$ cat config.mk
export PLATFORM = sky130hd
export DESIGN_NAME = audio_dac_out_flat
export DESIGN_NICKNAME = d
export VERILOG_FILES = /design/src/rtl/tone_out_pkg.sv /design/src/rtl/audio_dac_out_if.sv /design/src/rtl/dsm_modulator.sv /design/src/rtl/audio_dac_out.sv /design/src/flat_wrapper.sv
export SDC_FILE = /design/constraint.sdc
export NUM_CORES = 1
export LEC_CHECK = 0
export BUFFER_PORTS_ARGS = -buffer_cell sky130_fd_sc_hd__buf_4
export CAP_MARGIN = 20
export CELL_PAD_IN_SITES_DETAIL_PLACEMENT = 0
export CELL_PAD_IN_SITES_GLOBAL_PLACEMENT = 1
export CORE_MARGIN = 2
export CORE_UTILIZATION = 50
export CTS_BUF_LIST = sky130_fd_sc_hd__clkbuf_16
export CTS_CLUSTER_DIAMETER = 200
export DETAILED_ROUTE_END_ITERATION = 10
export GPL_ROUTABILITY_DRIVEN = 0
export PLACE_DENSITY = 0.85
export SLEW_MARGIN = 40
export SYNTH_ARGS = -nofsm -noshare
export SYNTH_HDL_FRONTEND = slang
export SYNTH_HIERARCHICAL = 1
export SYNTH_SLANG_ARGS = --single-unit
$ cat constraint.sdc
create_clock -name clk_in -period 4.45 [get_ports clk_in]
set_input_delay 0.2225 -clock clk_in [delete_from_list [all_inputs] [get_ports clk_in]]
set_output_delay 0.2225 -clock clk_in [all_outputs]
set_load 0.01 [all_outputs]
$ cat src/rtl/tone_out_pkg.sv
// Shared constants for the audio DAC output stage: ramp state encoding, attenuation limit,
// dither LFSR seed/taps and the two's-complement to offset-binary helper.
package tone_out_pkg;

  localparam logic [1:0] PLAY     = 2'd0;
  localparam logic [1:0] FADE_OUT = 2'd1;
  localparam logic [1:0] MUTED    = 2'd2;
  localparam logic [1:0] FADE_IN  = 2'd3;

  localparam logic [4:0]  ATTEN_MAX = 5'd16;
  localparam logic [15:0] LFSR_SEED = 16'hACE1;
  // Taps 16,14,13,11 mapped onto bits 15,13,12,10
  localparam logic [15:0] LFSR_TAPS = 16'hB400;

  function automatic logic [15:0] to_offset_binary(input logic [15:0] s);
    return {~s[15], s[14:0]};
  endfunction

endpackage

$ cat src/rtl/audio_dac_out_if.sv
// Sample/control bundle between the mixer and the DAC output stage.
interface audio_dac_out_if;

  logic [15:0] data_in;
  logic        data_valid_in;
  logic        mute_in;
  logic        pdm_out;
  logic        muted_out;
  logic        starved_out;

  modport master (
    output data_in, data_valid_in, mute_in,
    input  pdm_out, muted_out, starved_out
  );

  modport slave (
    input  data_in, data_valid_in, mute_in,
    output pdm_out, muted_out, starved_out
  );

endinterface

$ cat src/rtl/dsm_modulator.sv
// First-order delta-sigma modulator: 16-bit accumulator, carry out is the PDM bit.
// Optional LFSR dither on the accumulator input when DAC_DITHER_EN is defined.
module dsm_modulator
  import tone_out_pkg::*;
(
  input  logic               clk_in,
  input  logic               reset_in,
  input  logic signed [15:0] sample_in,
  output logic               pdm_out
);

  logic [15:0] acc_q, acc_d;
  logic        pdm_q, pdm_d;
  logic [16:0] sum;

`ifdef DAC_DITHER_EN
  logic [15:0] lfsr_q, lfsr_d;

  always_comb begin
    lfsr_d = {lfsr_q[14:0], ^(lfsr_q & LFSR_TAPS)};
    sum    = {1'b0, acc_q} + {1'b0, to_offset_binary(sample_in)} + {13'd0, lfsr_q[3:0]};
  end

  always_ff @(posedge clk_in) begin
    if (reset_in) lfsr_q <= LFSR_SEED;
    else          lfsr_q <= lfsr_d;
  end
`else
  always_comb begin
    sum = {1'b0, acc_q} + {1'b0, to_offset_binary(sample_in)};
  end
`endif

  always_comb begin
    acc_d = sum[15:0];
    pdm_d = sum[16];
  end

  always_ff @(posedge clk_in) begin
    if (reset_in) begin
      acc_q <= 16'd0;
      pdm_q <= 1'b0;
    end else begin
      acc_q <= acc_d;
      pdm_q <= pdm_d;
    end
  end

  assign pdm_out = pdm_q;

endmodule

$ cat src/rtl/audio_dac_out.sv
// Mixer-to-RC-filter output stage: soft-mute shift ramp, sample hold, starvation watchdog, PDM modulator.
// Define DAC_DITHER_EN to enable LFSR dither inside the modulator.
module audio_dac_out
  import tone_out_pkg::*;
#(
  parameter int WATCHDOG_CYCLES = 2048
) (
  input logic            clk_in,
  input logic            reset_in,
  audio_dac_out_if.slave bus
);

  localparam int              WD_W   = $clog2(WATCHDOG_CYCLES + 1);
  localparam logic [WD_W-1:0] WD_MAX = WD_W'(WATCHDOG_CYCLES);

  logic [1:0]        state_q, state_d;
  logic [4:0]        atten_q, atten_d;
  logic signed [15:0] hold_q, hold_d;
  logic              muted_q, muted_d;
  logic              starved_q, starved_d;
  logic [WD_W-1:0]   wd_cnt_q, wd_cnt_d;
  logic [4:0]        atten_up, atten_dn;
  logic signed [15:0] data_s;
  logic              pdm_w;

  assign data_s   = bus.data_in;
  assign atten_up = (atten_q >= ATTEN_MAX) ? ATTEN_MAX : atten_q + 5'd1;
  assign atten_dn = (atten_q == 5'd0) ? 5'd0 : atten_q - 5'd1;

  // Ramp only moves on strobes; a fade may reverse direction at any step
  always_comb begin
    state_d = state_q;
    atten_d = atten_q;
    if (bus.data_valid_in) begin
      case (state_q)
        PLAY: begin
          if (bus.mute_in) begin
            state_d = FADE_OUT;
            atten_d = 5'd1;
          end else begin
            atten_d = 5'd0;
          end
        end
        FADE_OUT, FADE_IN: begin
          if (bus.mute_in) begin
            atten_d = atten_up;
            state_d = (atten_up == ATTEN_MAX) ? MUTED : FADE_OUT;
          end else begin
            atten_d = atten_dn;
            state_d = (atten_dn == 5'd0) ? PLAY : FADE_IN;
          end
        end
        default: begin
          if (!bus.mute_in) begin
            state_d = FADE_IN;
            atten_d = 5'd15;
          end else begin
            atten_d = ATTEN_MAX;
          end
        end
      endcase
    end
  end

  always_comb begin
    hold_d = hold_q;
    if (bus.data_valid_in) begin
      hold_d = (atten_d == ATTEN_MAX) ? 16'sd0 : (data_s >>> atten_d);
    end
  end

  // A strobe in the saturating cycle still clears the watchdog
  always_comb begin
    if (bus.data_valid_in) begin
      wd_cnt_d  = '0;
      starved_d = 1'b0;
    end else begin
      wd_cnt_d  = (wd_cnt_q == WD_MAX) ? WD_MAX : wd_cnt_q + WD_W'(1);
      starved_d = (wd_cnt_d == WD_MAX);
    end
    muted_d = (state_q == MUTED);
  end

  always_ff @(posedge clk_in) begin
    if (reset_in) begin
      state_q   <= MUTED;
      atten_q   <= ATTEN_MAX;
      hold_q    <= 16'sd0;
      muted_q   <= 1'b1;
      starved_q <= 1'b0;
      wd_cnt_q  <= '0;
    end else begin
      state_q   <= state_d;
      atten_q   <= atten_d;
      hold_q    <= hold_d;
      muted_q   <= muted_d;
      starved_q <= starved_d;
      wd_cnt_q  <= wd_cnt_d;
    end
  end

  dsm_modulator u_mod (
    .clk_in    (clk_in),
    .reset_in  (reset_in),
    .sample_in (hold_q),
    .pdm_out   (pdm_w)
  );

  assign bus.pdm_out     = pdm_w;
  assign bus.muted_out   = muted_q;
  assign bus.starved_out = starved_q;

endmodule

$ cat src/flat_wrapper.sv
// flat-port wrapper written by rule: the top's interface ports become plain ports
module audio_dac_out_flat import tone_out_pkg::*;
#(
  parameter int WATCHDOG_CYCLES = 2048
)
  (clk_in, reset_in, bus_data_in, bus_data_valid_in, bus_mute_in, bus_pdm_out, bus_muted_out, bus_starved_out);
  audio_dac_out_if bus_i ();
  input logic clk_in;
  input logic reset_in;
  input wire logic [$bits(bus_i.data_in)-1:0] bus_data_in;
  input wire logic [$bits(bus_i.data_valid_in)-1:0] bus_data_valid_in;
  input wire logic [$bits(bus_i.mute_in)-1:0] bus_mute_in;
  output wire logic [$bits(bus_i.pdm_out)-1:0] bus_pdm_out;
  output wire logic [$bits(bus_i.muted_out)-1:0] bus_muted_out;
  output wire logic [$bits(bus_i.starved_out)-1:0] bus_starved_out;
  assign bus_i.data_in = bus_data_in;
  assign bus_i.data_valid_in = bus_data_valid_in;
  assign bus_i.mute_in = bus_mute_in;
  assign bus_pdm_out = bus_i.pdm_out;
  assign bus_muted_out = bus_i.muted_out;
  assign bus_starved_out = bus_i.starved_out;
  audio_dac_out #(.WATCHDOG_CYCLES(WATCHDOG_CYCLES)) u_core (.clk_in(clk_in), .reset_in(reset_in), .bus(bus_i));
endmodule
==> impl_metrics.toml, run 1 <==
[status]
status = "complete, no violations"

[clock_network]
cts_resized = 0
htree_num_levels = 2
tritoncts = "yes"
ctsHoldBuffers = 0
root_buffer = "clkbuf_16"
cts_post_setup_buffers_inserted = 0
numClockSinks = 54
cts_buffer_depth = 2
cts_buffers = 5
clk_pin_slew_ps = 70
clk_latency_ps = 290

[power_and_ir_drop]
p_per_area_nw_per_um2 = 398
power_uw = 1660
p_comb_frac = 0.402
pwr-share-clk = 0.224
sw_frac_of_total = 0.363
seq_power_share = 0.373
total_switching_power_uw = 602
vdd_drop_max_v = 0.000164
cellInternalPower_uw = 1060
p_leak_uw = 0.00174

[synthesis]
synth_area_leaders = "dfxtp_1, mux2i_1, ha_1"
synth_cells = 472
synth_seq_area_share = 0.280
yosys.area.top_type = "dfxtp_1"
netlist_area_um2 = 3860
async_flop_share = 0
synth_top_area_frac = 0.280
synth_top_family_by_area = "compound AO/OA/AOI/OAI gates"
ys_types = 69
ys_ff_latch = 54
synth_fa_ha_area_frac = 0.0733
synth_compound_area_frac = 0.241
synthesis.nets = 514
synth_mux_area_frac = 0.0879
ys.flop_type = "dfxtp_1"
yosys_warnings = 6
syn_area_per_cell_um2 = 8.17
synth-edff-count = 0
synthSimpleGateAreaFrac = 0.224
yosys.area_share.xor_xnor = 0.0386

[setup_path]
startpoint = "u_core/atten_q[0]"
cp_common_cell = "or3_1"
cp-start-kind = "flip-flop"
rr_startpoint = "u_core/atten_q[0]"
path_delay_family = "simple AND/OR/NAND/NOR gates"
cp.arrival_ps = 3420
crit_fanout = 12
crit_type = "flip-flop to flip-flop"
worstSetupEndpointType = "flip-flop"
cpMaxStageDelayCell = "a2111oi_1"
path_buf_inv = 2
critPathRequiredTime_ps = 4630
path_cells = "inv_1 -> ha_1 -> or3b_1 -> a2111oi_1 -> or3_1 -> buf_4 -> mux2i_1 -> o211ai_1 -> or3_1 -> a31o_1"
max_stage_delay_ps = 490

[placement]
portBuffers = 22
dp_hpwl_um = 6660
dpl_worst_slack_ps = 1230

[finish]
fillers = 762
area_delta_synth_final_pct = 8.08
multi_input_area_um2 = 2570
finalNetCount = 521
ff_latch_area_um2 = 1080
drive_gt1_frac = 0.0938
antenna_cells = 0

[route]
vias = 3473
routedWlPerCell_um = 15.5
first_iter_violations = 102
vias_per_cell = 5.97
detail-route-antenna-nets = 0
drc_errors = 0
drt-total-wl_um = 9020
drt_first_pass_iters = 4

[hold_path]
min_path_type = "input port to flip-flop"
worstHoldStart = "bus_data_in[14]"

[die]
start_util = 0.507
core_um2 = 7610
placementRows = 32
dieWidth_um = 91.8
die_area_um2 = 8430
pin_count = 23
die_h_um = 91.8

[global_routing]
grt.overflow.total = 0
grtUsageTotal = 0.222
grt_start_max_net_pins = 42
antenna_found_initial = 0
grt_pass1_wl_um = 15500
grt_pass1_vias = 3301

[sta]
worst-slew-pin-transition_ps = 810
relSlewSlack = 0.456
layout_setup_ws_ps = 1210
clock-skew-final_ps = 4.34
setup_viol = 0
rsz0062_at_grt = "no"
fmax_mhz = 308
slew_violations = 0
hold_viol_final = 0
fin_setup_tns_ps = 0
fin_crit_ps = 3240
fin_crit_sh = 0.729

[run]
drv_cap = 0
## layout make-up
type | instances | area share
clock inverters | 3 | 0.00270
inverters | 17 | 0.0153
multi-input cells | 376 | 0.617
well taps | 102 | 0.0306
repair buffers | 25 | 0.0450
clock buffers | 5 | 0.0300
flip-flops and latches | 54 | 0.259
## cells by family (layout without fill, tap and decap cells)
group                    after synthesis  count (layout)
AO/OA/AOI/OAI                        133             133
buffers and inverters                 42              50
XOR/XNOR                              17              17
flip-flops                            54              54
AND/OR/NAND/NOR                      171             171
adder cells (fa/ha/maj)               22              22
multiplexers                          33              33
## stage by stage
step                utilization  cells  cell area (µm²)  hold WS (ps)
global route              0.548    582             4170           273
finish                    0.548    582             4170           263
global placement          0.529    574             4030           446
CTS                       0.547    582             4160           258
detailed placement        0.529    574             4030           454
floorplan                     -    472             3860           382
## registers in the layout, summed over array words and instances (netlist names), named ones only
signal	flops
u_core/u_mod/pdm_out	1
u_core/bus.starved_out	1
u_core/state_q	1
u_core/wd_cnt_q	12
u_core/bus.muted_out	1
u_core/hold_q	16
u_core/atten_q	5
u_core/u_mod/acc_q	16
## final timing paths
check	cells past startpoint	end	slack, ps
min reg2reg	2	u_core/hold_q[13]	460
min	3	u_core/hold_q[14]	260
max	10	u_core/hold_q[6]	1210
max reg2reg	10	u_core/hold_q[6]	1210
## worst min-delay path, stage by stage
cell     delay [ps]
buf_4           110
a21oi_1          70
o21ai_1         100
## power by group through the flow
stage               sequential, µW  combinational, µW  clock, µW
CTS                            620                662        384
global placement               628                647          0
detailed placement             631                656          0
finish                         619                667        372
floorplan                      610                549          0
global route                   628                751        405
## cell usage in the layout (no fill, tap or decap), drive strengths merged, types with 5 or more instances in the layout
master / Yosys / final
buf: 12 / 25
o211ai: 7 / 7
dfxtp: 54 / 54
clkbuf: 13 / 5
nor3: 15 / 15
a21oi: 30 / 30
a21o: 10 / 10
ha: 21 / 21
mux2i: 29 / 29
nand2: 39 / 39
xor2: 9 / 9
nor2: 42 / 42
a211oi: 10 / 10
xnor2: 8 / 8
o22ai: 6 / 6
o21ai: 26 / 26
nand3: 27 / 27
a31oi: 8 / 8
inv: 17 / 17
nor2b: 8 / 8
## per-layer routing
metal,track usage,wire length (µm)
met1,0.308,4470
met2,0.361,4070
met3,0.0271,366
met4,0.0672,112
met5,0,0
## synth_stat cells, drive strengths merged, types with 4 or more instances
cell and n:
nand2 39, o21ai 26, and3 4, o22ai 6, mux2i 29, buf 12, o21a 4, nand4 4
xnor2 8, ha 21, clkbuf 13, a211oi 10, nor2b 8, nand3 27, a21oi 30, inv 17
a21o 10, nor2 42, a221oi 4, o221ai 4, xor2 9, nor3b 4, a31oi 8, dfxtp 54
nand2b 4, o211ai 7, mux2 4, nor3 15
No activity file was read; power rests on OpenSTA's default activity.
==> run 2, diff against run 1 <==
--- a/config.mk
+++ b/config.mk
@@ -10,12 +10,12 @@
 export CELL_PAD_IN_SITES_DETAIL_PLACEMENT = 0
 export CELL_PAD_IN_SITES_GLOBAL_PLACEMENT = 1
 export CORE_MARGIN = 2
-export CORE_UTILIZATION = 50
+export CORE_UTILIZATION = 47
 export CTS_BUF_LIST = sky130_fd_sc_hd__clkbuf_16
 export CTS_CLUSTER_DIAMETER = 200
 export DETAILED_ROUTE_END_ITERATION = 10
 export GPL_ROUTABILITY_DRIVEN = 0
-export PLACE_DENSITY = 0.85
+export PLACE_DENSITY = 0.8
 export SLEW_MARGIN = 40
 export SYNTH_ARGS = -nofsm -noshare
 export SYNTH_HDL_FRONTEND = slang
==> constraint.sdc (replaced) <==
create_clock -name clk_in -period 3.4 [get_ports clk_in]
set_input_delay 0.17 -clock clk_in [delete_from_list [all_inputs] [get_ports clk_in]]
set_output_delay 0.17 -clock clk_in [all_outputs]
set_load 0.01 [all_outputs]
==> run 2 against run 1 <==
  * Final area increased by 0.51%
  * Register-to-register slack got worse by 910 ps
  * Global-route usage decreased by 1.8 points
==> impl_metrics.toml, run 2 (same netlist as run 1, synthesis figures left out) <==
[sta]
rsz0062_at_grt = "no"
fin_setup_tns_ps = 0
setup_viol = 0
fin_crit_ps = 3100
slew_violations = 0
fmax_mhz = 322
clock-skew-final_ps = 4.66
fin_crit_sh = 0.913
relSlewSlack = 0.513
worst-slew-pin-transition_ps = 725
hold_viol_final = 0
whs_ps = 208

[finish]
drive_gt1_frac = 0.0975
layout.cells.non_filler = 587
area_delta_synth_final_pct = 8.63
antenna_cells = 0
final_core_util = 0.518
largest_registers = "u_core/hold_q (16), u_core/u_mod/acc_q (16), u_core/wd_cnt_q (12)"
finalNetCount = 525
final_common_cell = "dfxtp_1"
final_cell_mix = "dfxtp_1, nor2_1, nand2_1"
fillers = 800

[clock_network]
cts_post_setup_buffers_inserted = 0
ctsHoldBuffers = 0
htree_num_levels = 2
cts_buffer_depth = 2
clk_pin_slew_ps = 70
cts_buffers = 5
root_buffer = "clkbuf_16"
clk_latency_ps = 280
tritoncts = "yes"
cts_resized = 0
numClockSinks = 54

[global_routing]
grt_pass1_wl_um = 14600
grtUsageTotal = 0.204
grt_start_max_net_pins = 42
antenna_found_initial = 0
grt.overflow.total = 0
grt_pass1_vias = 3062

[setup_path]
max_stage_delay_ps = 550
reg2reg_depth = 9
worstSetupEndpointType = "flip-flop"
rrSetupSlack_ps = 300
cpMaxStageDelayCell = "or3_1"
critPathRequiredTime_ps = 3580
cp-start-kind = "flip-flop"
cp_common_cell = "or3_1"
crit_fanout = 15
crit_type = "flip-flop to flip-flop"
timing.rr.end = "u_core/hold_q[6]"
path_cells = "inv_1 -> ha_1 -> or3b_1 -> a2111oi_1 -> or3_1 -> mux2i_1 -> o211ai_1 -> or3_1 -> a31o_1"
path_delay_family = "simple AND/OR/NAND/NOR gates"
path_buf_inv = 1
rr_startpoint = "u_core/atten_q[0]"
cp.arrival_ps = 3280

[route]
drc_errors = 0
routedWlPerCell_um = 15.2
vias_per_cell = 5.93
drt_first_pass_iters = 4
detail-route-antenna-nets = 0
drt-total-wl_um = 8940
first_iter_violations = 125
vias = 3481

[run]
drv_cap = 0

[die]
core_um2 = 8090
die_h_um = 94.6
die_area_um2 = 8950
placementRows = 33
start_util = 0.477
pin_count = 23
dieWidth_um = 94.6

[power_and_ir_drop]
p_comb_frac = 0.406
total_switching_power_uw = 786
p_leak_uw = 0.00176
cellInternalPower_uw = 1380
seq_power_share = 0.374
power_uw = 2170
vdd_drop_max_v = 0.000229
pwr-share-clk = 0.220
p_per_area_nw_per_um2 = 518
sw_frac_of_total = 0.362

[placement]
dp.cells = 580
portBuffers = 22
dp_hpwl_um = 6720

[status]
status = "complete, no violations"

[hold_path]
min_path_type = "input port to flip-flop"
worstHoldStart = "bus_data_in[14]"
hold_path_depth = 3
hold_end = "u_core/hold_q[14]"
run 2: worst max-delay path by stage:
stage	from	endpoint	slack (ps)	depth (start not counted)
floorplan	u_core/atten_q[0]	u_core/hold_q[6]	860	10
global placement	u_core/atten_q[0]	u_core/hold_q[1]	470	10
detailed placement	u_core/atten_q[0]	u_core/hold_q[6]	320	9
CTS	u_core/atten_q[0]	u_core/hold_q[6]	290	9
global route	u_core/atten_q[0]	u_core/hold_q[6]	70	9
finish	u_core/atten_q[0]	u_core/hold_q[6]	300	9
run 2: layout make-up:
class | instances | area (µm²) | area share
clock inverters | 1 | 3.75 | 0.000896
repair buffers | 29 | 215 | 0.0514
inverters | 17 | 63.8 | 0.0152
clock buffers | 5 | 125 | 0.0299
flip-flops and latches | 54 | 1080 | 0.258
multi-input cells | 376 | 2570 | 0.613
well taps | 105 | 131 | 0.0314
run 2: metrics by stage:
step	instance area, µm²	setup slack (ps)
after floorplan	3860	863
final	4190	296
after global placement	4050	465
after global routing	4190	68.5
after CTS	4190	286
after detailed placement	4060	320
run 2: power groups by stage:
stage	combinational, µW	sequential (µW)	clock, µW
3_5_place_dp	866	825	0
4_1_cts	874	812	495
5_1_grt	974	827	517
3_3_place_gp	854	821	0
2_1_floorplan	718	799	0
6_report	881	811	477
run 2: layer usage:
metal  track usage  vias up  part of all wire
met5             0        -                 0
met4        0.0652        0             0.016
met3        0.0303       10             0.034
met2         0.331       65              0.45
met1         0.278     1627              0.50
li1              -     1779                 -
run 2: worst register-to-register path: stages, from the launching register on:
cell and delay, ps:
dfxtp_1 370, inv_1 110, ha_1 200, or3b_1 360
a2111oi_1 530, or3_1 550, mux2i_1 270, o211ai_1 100
or3_1 310, a31o_1 200
==> run 3, diff against run 2 <==
--- a/config.mk
+++ b/config.mk
@@ -11,11 +11,11 @@
 export CELL_PAD_IN_SITES_GLOBAL_PLACEMENT = 1
 export CORE_MARGIN = 2
 export CORE_UTILIZATION = 47
-export CTS_BUF_LIST = sky130_fd_sc_hd__clkbuf_16
 export CTS_CLUSTER_DIAMETER = 200
 export DETAILED_ROUTE_END_ITERATION = 10
 export GPL_ROUTABILITY_DRIVEN = 0
 export PLACE_DENSITY = 0.8
+export RECOVER_POWER = 25
 export SLEW_MARGIN = 40
 export SYNTH_ARGS = -nofsm -noshare
 export SYNTH_HDL_FRONTEND = slang
==> run 3 against run 2 <==
  * Clock power shrank 26%
  * Register-to-register slack barely moved
  * Die area is the same
  * Critical path type unchanged
  * Clock skew is 4.4 ps higher
  * Largest cell class unchanged
  * Combinational power barely moved
  * Power fell by 5.8%
==> impl_metrics.toml, run 3 (same netlist as run 1, synthesis figures left out) <==
[power_and_ir_drop]
p_leak_uw = 0.00173
vdd_drop_max_v = 0.000200
p_per_area_nw_per_um2 = 494

[setup_path]
worstSetupEndpointType = "flip-flop"
reg2reg_depth = 9
crit_type = "flip-flop to flip-flop"
cp.arrival_ps = 3300
crit_fanout = 15
timing.rr.end = "u_core/hold_q[6]"
path_cells = "inv_1 -> ha_1 -> or3b_1 -> a2111oi_1 -> or3_1 -> mux2i_1 -> o211ai_1 -> or3_1 -> a31o_1"
critPathRequiredTime_ps = 3590
rrSetupSlack_ps = 290
cp_common_cell = "or3_1"
rr_startpoint = "u_core/atten_q[0]"
cpMaxStageDelayCell = "or3_1"
max_stage_delay_ps = 550
cp-start-kind = "flip-flop"

[hold_path]
worstHoldStart = "bus_data_in[14]"
hold_end = "u_core/hold_q[14]"
min_path_type = "input port to flip-flop"
hold_path_depth = 3

[clock_network]
tritoncts = "yes"
numClockSinks = 54
root_buffer = "clkbuf_8"
clk_latency_ps = 290
ctsHoldBuffers = 0
clk_pin_slew_ps = 90
cts_buffer_depth = 2
cts_post_setup_buffers_inserted = 0
htree_num_levels = 2
cts_resized = 0
cts_buffers = 5

[sta]
worst-slew-pin-transition_ps = 740
fin_crit_ps = 3110
fin_crit_sh = 0.914
relSlewSlack = 0.503
rsz0062_at_grt = "no"
fmax_mhz = 322
fin_setup_tns_ps = 0
hold_viol_final = 0
slew_violations = 0
clock-skew-final_ps = 9.06
setup_viol = 0

[finish]
largest_registers = "u_core/hold_q (16), u_core/u_mod/acc_q (16), u_core/wd_cnt_q (12)"
final_cell_mix = "dfxtp_1, nor2_1, nand2_1"
ff_latch_area_um2 = 1080
drive_gt1_frac = 0.0934
finalNetCount = 525
final_common_cell = "dfxtp_1"
area_delta_synth_final_pct = 7.14
fillers = 804
multi_input_area_um2 = 2570
antenna_cells = 0
final_core_util = 0.511

[placement]
portBuffers = 22
dp_hpwl_um = 6720

[die]
pin_count = 23
start_util = 0.477
placementRows = 33
dieWidth_um = 94.6
die_h_um = 94.6
die_area_um2 = 8950
core_um2 = 8090

[status]
status = "complete, no violations"

[run]
drv_cap = 0

[global_routing]
antenna_found_initial = 0
grt.overflow.total = 0
grt_pass1_vias = 3059
grt_start_max_net_pins = 42
grt_pass1_wl_um = 14500
grtUsageTotal = 0.201

[route]
first_iter_violations = 147
vias = 3449
drt_first_pass_iters = 4
routedWlPerCell_um = 15.2
vias_per_cell = 5.88
drt-total-wl_um = 8930
drc_errors = 0
detail-route-antenna-nets = 0
run 3: cell types whose count changed in the layout (fill, tap and decap cells not counted):
cell	delta
clkbuf_8	+6
clkbuf_16	-5
buf_4	-3
clkbuf_1	+3
and2_0	+1
and2_1	-1
clkinv_1	-1
run 3: how the worst max path moves through the flow:
| stage | from | endpoint | slack, ps |
|---|---|---|---|
| finish | u_core/atten_q[0] | u_core/hold_q[6] | 290 |
| global route | u_core/atten_q[0] | u_core/hold_q[6] | 60 |
| CTS | u_core/atten_q[0] | u_core/hold_q[6] | 280 |
| detailed placement | u_core/atten_q[0] | u_core/hold_q[6] | 320 |
| global placement | u_core/atten_q[0] | u_core/hold_q[1] | 470 |
| floorplan | u_core/atten_q[0] | u_core/hold_q[6] | 860 |
run 3: critical path: cells and delay by family, from the launching register on:
| kind | cells | cell delay [ps] |
|---|---|---|
| flip-flops | 1 | 380 |
| multiplexers | 1 | 260 |
| AND/OR/NAND/NOR | 3 | 1220 |
| AO/OA/AOI/OAI | 3 | 830 |
| buffers and inverters | 1 | 100 |
| adder cells (fa/ha/maj) | 1 | 200 |
run 3: per-stage QoR:
stage / hold WS, ps / instance area [µm²] / setup WS, ps / power [µW] / instances
global placement: 450 / 4050 / 465 / 1680 / 580
floorplan: 329 / 3860 / 863 / 1520 / 472
global route: 185 / 4130 / 56.1 / 2200 / 587
finish: 199 / 4130 / 294 / 2040 / 587
detailed placement: 454 / 4060 / 320 / 1690 / 580
CTS: 184 / 4140 / 277 / 2060 / 586
run 3: cell type report:
cell class | instances | area share
clock buffer | 6 | 0.0200
inverter | 17 | 0.0154
multi-input combinational | 376 | 0.622
sequential | 54 | 0.262
tap | 105 | 0.0318
timing repair buffer | 29 | 0.0493
run 3: power by group:
| group | switching, µW | internal (µW) |
|---|---|---|
| sequential | 65.4 | 745 |
| combinational | 505 | 372 |
| clock | 196 | 158 |
run 3: routing by layer:
metal | wire length, µm | global-route usage
met5 | 0 | 0
met4 | 100 | 0.0471
met3 | 330 | 0.0303
met2 | 4030 | 0.329
met1 | 4470 | 0.279
